**src/rtl/ttfir_mac.sv**
```systemverilog
// Time-multiplexed FIR: one shared multiply-accumulate walks all taps, one tap per clock.
// Coefficients are written at run time; the result is rounded, shifted and saturated.
module ttfir_mac #(
    parameter int N_TAPS  = 7,
    parameter int BW_in   = 6,
    parameter int BW_coef = 6,
    parameter int BW_out  = 8,
    parameter int SHIFT   = 0
) (
    input  logic                        clk,
    input  logic                        rst_n,
    input  logic [BW_in-1:0]            x_in,
    input  logic                        in_valid,
    output logic                        in_ready,
    input  logic                        coef_we,
    input  logic [$clog2(N_TAPS)-1:0]   coef_addr,
    input  logic [BW_coef-1:0]          coef_in,
    output logic [BW_out-1:0]           y_out,
    output logic                        out_valid
);

    localparam int AW    = $clog2(N_TAPS);
    localparam int PW    = BW_in + BW_coef;
    localparam int ACC_W = PW + AW;
    localparam int RW    = ACC_W + 1;

    typedef enum logic [1:0] {
        IDLE,
        MAC,
        DONE
    } state_t;

    state_t                    state;
    logic signed [BW_in-1:0]   xd [N_TAPS];
    logic signed [BW_coef-1:0] cf [N_TAPS];
    logic signed [ACC_W-1:0]   acc;
    logic        [AW-1:0]      k;

    logic signed [BW_in-1:0]   xk;
    logic signed [BW_coef-1:0] ck;
    logic signed [PW-1:0]      xe;
    logic signed [PW-1:0]      ce;
    logic signed [PW-1:0]      prod;
    logic signed [ACC_W-1:0]   acc_nxt;
    logic signed [RW-1:0]      rsum;
    logic signed [RW-1:0]      rnd;
    logic signed [BW_out-1:0]  ysat;

    // Tap select as a compare mux so a counter value past N_TAPS-1 never indexes outside the arrays.
    always_comb begin
        xk = '0;
        ck = '0;
        for (int unsigned i = 0; i < N_TAPS; i++) begin
            if (k == AW'(i)) begin
                xk = xd[i];
                ck = cf[i];
            end
        end
    end

    always_comb begin
        xe      = {{BW_coef{xk[BW_in-1]}}, xk};
        ce      = {{BW_in{ck[BW_coef-1]}}, ck};
        prod    = xe * ce;
        acc_nxt = acc + {{(ACC_W-PW){prod[PW-1]}}, prod};
    end

    generate
        if (SHIFT > 0) begin : g_round
            always_comb begin
                rsum = {acc_nxt[ACC_W-1], acc_nxt} + (RW'(1) << (SHIFT - 1));
                rnd  = rsum >>> SHIFT;
            end
        end else begin : g_noround
            always_comb begin
                rsum = {acc_nxt[ACC_W-1], acc_nxt};
                rnd  = rsum;
            end
        end

        if (BW_out < RW) begin : g_sat
            // Out of range whenever the bits above the output sign bit disagree with the sign.
            always_comb begin
                if (!rnd[RW-1] && (|rnd[RW-2:BW_out-1]))
                    ysat = {1'b0, {(BW_out-1){1'b1}}};
                else if (rnd[RW-1] && !(&rnd[RW-2:BW_out-1]))
                    ysat = {1'b1, {(BW_out-1){1'b0}}};
                else
                    ysat = rnd[BW_out-1:0];
            end
        end else begin : g_wide
            always_comb ysat = BW_out'(rnd);
        end
    endgenerate

    always_comb in_ready = (state == IDLE);

    // y_out/out_valid are loaded on the edge entering DONE, so they are valid while DONE is held.
    always_ff @(posedge clk or negedge rst_n) begin
        if (!rst_n) begin
            state     <= IDLE;
            acc       <= '0;
            k         <= '0;
            y_out     <= '0;
            out_valid <= 1'b0;
            for (int unsigned i = 0; i < N_TAPS; i++) begin
                xd[i] <= '0;
                cf[i] <= '0;
            end
        end else begin
            out_valid <= 1'b0;
            case (state)
                IDLE: begin
                    // Addresses at or above N_TAPS match no entry and are dropped.
                    if (coef_we) begin
                        for (int unsigned i = 0; i < N_TAPS; i++) begin
                            if (coef_addr == AW'(i))
                                cf[i] <= coef_in;
                        end
                    end
                    if (in_valid) begin
                        xd[0] <= x_in;
                        for (int unsigned i = 1; i < N_TAPS; i++)
                            xd[i] <= xd[i-1];
                        acc   <= '0;
                        k     <= '0;
                        state <= MAC;
                    end
                end
                MAC: begin
                    acc <= acc_nxt;
                    k   <= k + 1'b1;
                    if (k == AW'(N_TAPS - 1)) begin
                        y_out     <= ysat;
                        out_valid <= 1'b1;
                        state     <= DONE;
                    end
                end
                DONE: begin
                    state <= IDLE;
                end
                default: begin
                    state <= IDLE;
                end
            endcase
        end
    end

endmodule

```
**config.mk**
```make
export PLATFORM = sky130hd
export DESIGN_NAME = ttfir_mac
export DESIGN_NICKNAME = d
export VERILOG_FILES = /design/src/rtl/ttfir_mac.sv
export SDC_FILE = /design/constraint.sdc
export NUM_CORES = 1
export LEC_CHECK = 0
export ABC_AREA = 0
export ABC_CLOCK_PERIOD_IN_PS = 9000
export BUFFER_PORTS_ARGS = -buffer_cell sky130_fd_sc_hd__buf_2
export CAP_MARGIN = 40
export CORE_ASPECT_RATIO = 0.75
export CORE_MARGIN = 5
export CORE_UTILIZATION = 50
export CTS_CLUSTER_DIAMETER = 30
export DETAILED_ROUTE_END_ITERATION = 6
export PLACE_DENSITY = 0.73
export SKIP_LAST_GASP = 1
export SYNTH_ARGS = -nofsm -noshare
export SYNTH_HDL_FRONTEND = slang
export SYNTH_SLANG_ARGS = --single-unit
```
**constraint.sdc**
```tcl
create_clock -name clk -period 9 [get_ports clk]
set_input_delay 2.7 -clock clk [delete_from_list [all_inputs] [get_ports clk]]
set_output_delay 2.7 -clock clk [all_outputs]
set_load 0.01 [all_outputs]
```
==> results.py <==
metrics = {
    "clock_tree": {
        "insertion_delay_ns": 0.42,
        "postCtsHoldBufs": 0,
        "clk_path_buf_depth": 2,
        "tritoncts_clock_tree": "done",
        "postCtsSetupBuffers": 0,
        "cts.root.buffer_cell": "sky130_fd_sc_hd__clkbuf_16",
        "clkSlewWorstSetupHoldPaths_ns": 0.05,
        "htreeDepth": 4,
        "cts_buffers": 17,
        "clock_sink_count": 113,
        "cts.repair.resized": 0,
    },
    "logic_synthesis": {
        "ys_warn_count": 0,
        "asyncSetResetFlopFracSynth": 1.00,
        "synthFlopType": "sky130_fd_sc_hd__dfrtp_1",
        "synthesis.area_um2": 7110,
        "mux_share_of_post_synthesis_cell_area": 0.0679,
        "share_of_the_synthesized_area_in_the_top_cell_type": 0.398,
        "synth_compound_area_frac": 0.125,
        "main_combinational_cell_family_by_area_after_synthesis": "simple AND/OR/NAND/NOR gates",
        "yosys.area_share.adder": 0.149,
        "yosys.cell_types.count": 51,
        "yosysSeqAreaShare": 0.398,
        "yosys-top-cells-area": "sky130_fd_sc_hd__dfrtp_1, sky130_fd_sc_hd__nand2_1, sky130_fd_sc_hd__fa_1, sky130_fd_sc_hd__ha_1, sky130_fd_sc_hd__mux2_2",
        "synth_fp_nets": 846,
        "syn_area_per_cell_um2": 9.37,
        "synthesis.instances": 759,
        "synth_area_in_xor_xnor": 0.0331,
        "number_of_flops_mapped_to_enable_cells_by_yosys": 0,
        "ys_seq_elements": 113,
        "post_synth_and_or_nand_nor_area_fraction": 0.187,
        "top_cell_type_by_total_area_after_synthesis": "sky130_fd_sc_hd__dfrtp_1",
    },
    "critical_path": {
        "worst_setup_path_startpoint": "k[1]",
        "worst_r2r_path_depth": 34,
        "worst_path_dominant_cell_family": "compound AO/OA/AOI/OAI gates",
        "timing.critical_path.slowest_stage_cell": "sky130_fd_sc_hd__fa_1",
        "critPathCapture": "y_out[5]",
        "path_class": "flop to flop",
        "setup.reg_to_reg.worst_slack_ns": 0.55,
        "regToRegEndpoint": "y_out[5]",
        "timing.critical_path.to_type": "flop",
        "worst_path_arrival_time_ns": 8.74,
        "critical_path_buf_inv_count": 7,
        "reg_to_reg_critical_path_startpoint": "k[1]",
        "timing.critical_path.depth": 34,
        "worstSetupStartpointType": "flop",
        "worst-path-max-fanout": 11,
        "cp_slowest_stage_delay_ns": 0.57,
        "worst-endpoint-required_ns": 9.29,
    },
    "grt": {
        "gr_layer_usage_met3": 0.0536,
        "grt_use_met2": 0.331,
        "number_of_global_route_vias_before_repair": 5782,
        "use_met1": 0.294,
        "grt_overflow": 0,
        "grt_first_pass_wirelength_um": 28600,
        "grt_antenna_before_repair": 0,
        "track_usage": 0.210,
        "gr-max-usage-layer": "met2",
        "pin_count_of_the_biggest_net_entering_global_routing": 49,
    },
    "floorplanning": {
        "num_io_pins": 29,
        "fp.dieArea_um2": 16700,
        "floorplan.core_area_um2": 13800,
        "starting_density_of_the_core": 0.514,
        "die_width_um": 148,
        "std_cell_rows": 37,
        "die_h_um": 113,
    },
    "drt": {
        "detailedRoute.firstIterationViolations": 513,
        "route.detailed.vias_per_inst": 5.81,
        "route.detailed.wl_per_inst_um": 16.9,
        "number_of_vias_in_the_routed_layout": 5637,
        "drc_violations": 0,
        "detail-route-antenna-nets": 0,
        "first_pass_drt_iterations": 5,
        "wl_um": 16400,
    },
    "layout": {
        "final_layout_size_suffix_gt1_frac": 0.161,
        "synthToLayoutAreaGrowth_pct": 13.0,
        "n_antenna_cell": 0,
        "num-nets-final": 872,
    },
    "min_path": {
        "timing.hold.worst_path_depth": 2,
        "min_path_type": "flop to flop",
    },
    "placement": {
        "port_buffers": 28,
        "gpl.final_weighted_congestion": 0.851,
        "hpwl_um": 11700,
    },
    "sta": {
        "period_share": 0.938,
        "clock_skew_ns": 0.0108,
        "setup_viol": 0,
        "slew_viol_final": 0,
        "grt_setup_unrepaired": "false",
        "fmax_mhz": 118,
        "slew_headroom": 0.456,
        "final.min_clock_period_ns": 8.45,
        "hold_violations": 0,
        "tightestPinTransition_ns": 0.816,
        "totalNegativeSetupSlack_ns": 0,
    },
    "status": {
        "status": "finished, final reports clean",
    },
    "flow_run": {
        "max_capacitance_violation_count": 0,
    },
}
[layout make-up]
class	count	area, µm²
Fill cell	1197	5810
Inverter	37	139
Clock buffer	25	495
Multi-Input combinational cell	574	4010
Clock inverter	5	53.8
Sequential cell	113	2830
Timing Repair Buffer	42	285
Tap cell	175	219
[worst min-delay path by stage]
stage	end	slack, ns	startpoint
6_report	xd[3]	0.49	xd[3]
5_1_grt	xd[2]	0.52	xd[2]
4_1_cts	xd[3]	0.48	xd[3]
3_5_place_dp	xd[3]	0.46	xd[3]
3_3_place_gp	xd[2]	0.46	xd[2]
2_1_floorplan	xd[0]	0.45	xd[0]
[cell families (layout without fill, tap and decap cells)]
| group | Yosys count | count (layout) |
|---|---|---|
| AOI/OAI and AO/OA | 129 | 129 |
| adders and majority gates | 68 | 68 |
| buffers and inverters | 72 | 109 |
| xor gates and xnor gates | 26 | 26 |
| muxes | 43 | 43 |
| and+or+nand+nor | 308 | 308 |
| DFF | 113 | 113 |
[sequential cells by signal, indices dropped and copies added, names as in the netlist]
signal	count
state	2
acc	15
k	3
out_valid	1
cf	42
xd	42
y_out	8
[cell usage after synthesis, types with 2 or more instances]
| master | number |
|---|---|
| sky130_fd_sc_hd__nand2_1 | 164 |
| sky130_fd_sc_hd__dfrtp_1 | 113 |
| sky130_fd_sc_hd__nor2_1 | 70 |
| sky130_fd_sc_hd__a21oi_1 | 44 |
| sky130_fd_sc_hd__mux2_2 | 42 |
| sky130_fd_sc_hd__ha_1 | 40 |
| sky130_fd_sc_hd__inv_1 | 37 |
| sky130_fd_sc_hd__clkbuf_1 | 31 |
| sky130_fd_sc_hd__fa_1 | 28 |
| sky130_fd_sc_hd__o21ai_0 | 20 |
| sky130_fd_sc_hd__nand3_1 | 19 |
| sky130_fd_sc_hd__nor3_1 | 14 |
| sky130_fd_sc_hd__xnor2_1 | 14 |
| sky130_fd_sc_hd__a222oi_1 | 12 |
| sky130_fd_sc_hd__a22o_1 | 12 |
| sky130_fd_sc_hd__a22oi_1 | 12 |
| sky130_fd_sc_hd__nor2b_1 | 12 |
| sky130_fd_sc_hd__xor2_1 | 11 |
| sky130_fd_sc_hd__a21o_1 | 6 |
| sky130_fd_sc_hd__or2_2 | 6 |
| sky130_fd_sc_hd__a311oi_1 | 5 |
| sky130_fd_sc_hd__nand2b_1 | 4 |
| sky130_fd_sc_hd__and3_1 | 3 |
| sky130_fd_sc_hd__nand3b_1 | 3 |
| sky130_fd_sc_hd__nand4_1 | 3 |
| sky130_fd_sc_hd__nor3b_1 | 3 |
| sky130_fd_sc_hd__o21ai_1 | 3 |
| sky130_fd_sc_hd__a211o_1 | 2 |
| sky130_fd_sc_hd__buf_1 | 2 |
| sky130_fd_sc_hd__o211ai_1 | 2 |
| sky130_fd_sc_hd__o31ai_1 | 2 |
[worst reg2reg max path: cells and delay by family, from the launching register on]
kind,cells,cell delay [ns]
AND/OR/NAND/NOR,4,0.53
adder cells (fa/ha/maj),7,2.95
flip-flops,1,0.39
XOR/XNOR,2,0.54
AO/OA/AOI/OAI,14,3.22
buffers and inverters,7,0.69
[placed cells by master (no fill, tap or decap), types with 5 or more instances in the layout]
cell,synthesis,layout
sky130_fd_sc_hd__nand2_1,164,163
sky130_fd_sc_hd__dfrtp_1,113,113
sky130_fd_sc_hd__nor2_1,70,70
sky130_fd_sc_hd__a21oi_1,44,44
sky130_fd_sc_hd__mux2_2,42,42
sky130_fd_sc_hd__ha_1,40,39
sky130_fd_sc_hd__inv_1,37,37
sky130_fd_sc_hd__fa_1,28,28
sky130_fd_sc_hd__buf_2,1,28
sky130_fd_sc_hd__o21ai_0,20,20
sky130_fd_sc_hd__nand3_1,19,19
sky130_fd_sc_hd__clkbuf_16,0,17
sky130_fd_sc_hd__xnor2_1,14,14
sky130_fd_sc_hd__nor3_1,14,14
sky130_fd_sc_hd__nor2b_1,12,12
sky130_fd_sc_hd__a222oi_1,12,12
sky130_fd_sc_hd__a22o_1,12,12
sky130_fd_sc_hd__a22oi_1,12,11
sky130_fd_sc_hd__xor2_1,11,11
sky130_fd_sc_hd__buf_4,0,11
sky130_fd_sc_hd__a21o_1,6,6
sky130_fd_sc_hd__or2_2,6,6
sky130_fd_sc_hd__a311oi_1,5,5
[metal layers]
metal / wire, µm / up-vias
li1: - / 2639
met1: 7670 / 2793
met2: 7510 / 186
met3: 1060 / 19
met4: 159 / 0
met5: 0 / -
[metrics by stage]
step	std cells	hold WS (ns)	setup WS, ns	utilization	cell area, µm²
floorplan	759	0.446	1.30	-	7110
global placement	935	0.459	0.509	0.534	7390
detailed placement	940	0.465	0.405	0.540	7470
CTS	970	0.484	0.274	0.579	8020
global route	971	0.515	0.0118	0.580	8030
finish	971	0.488	0.554	0.580	8030
Power is not shown: default switching activity piles up to over one toggle a cycle in this logic, so the estimate is an artifact.
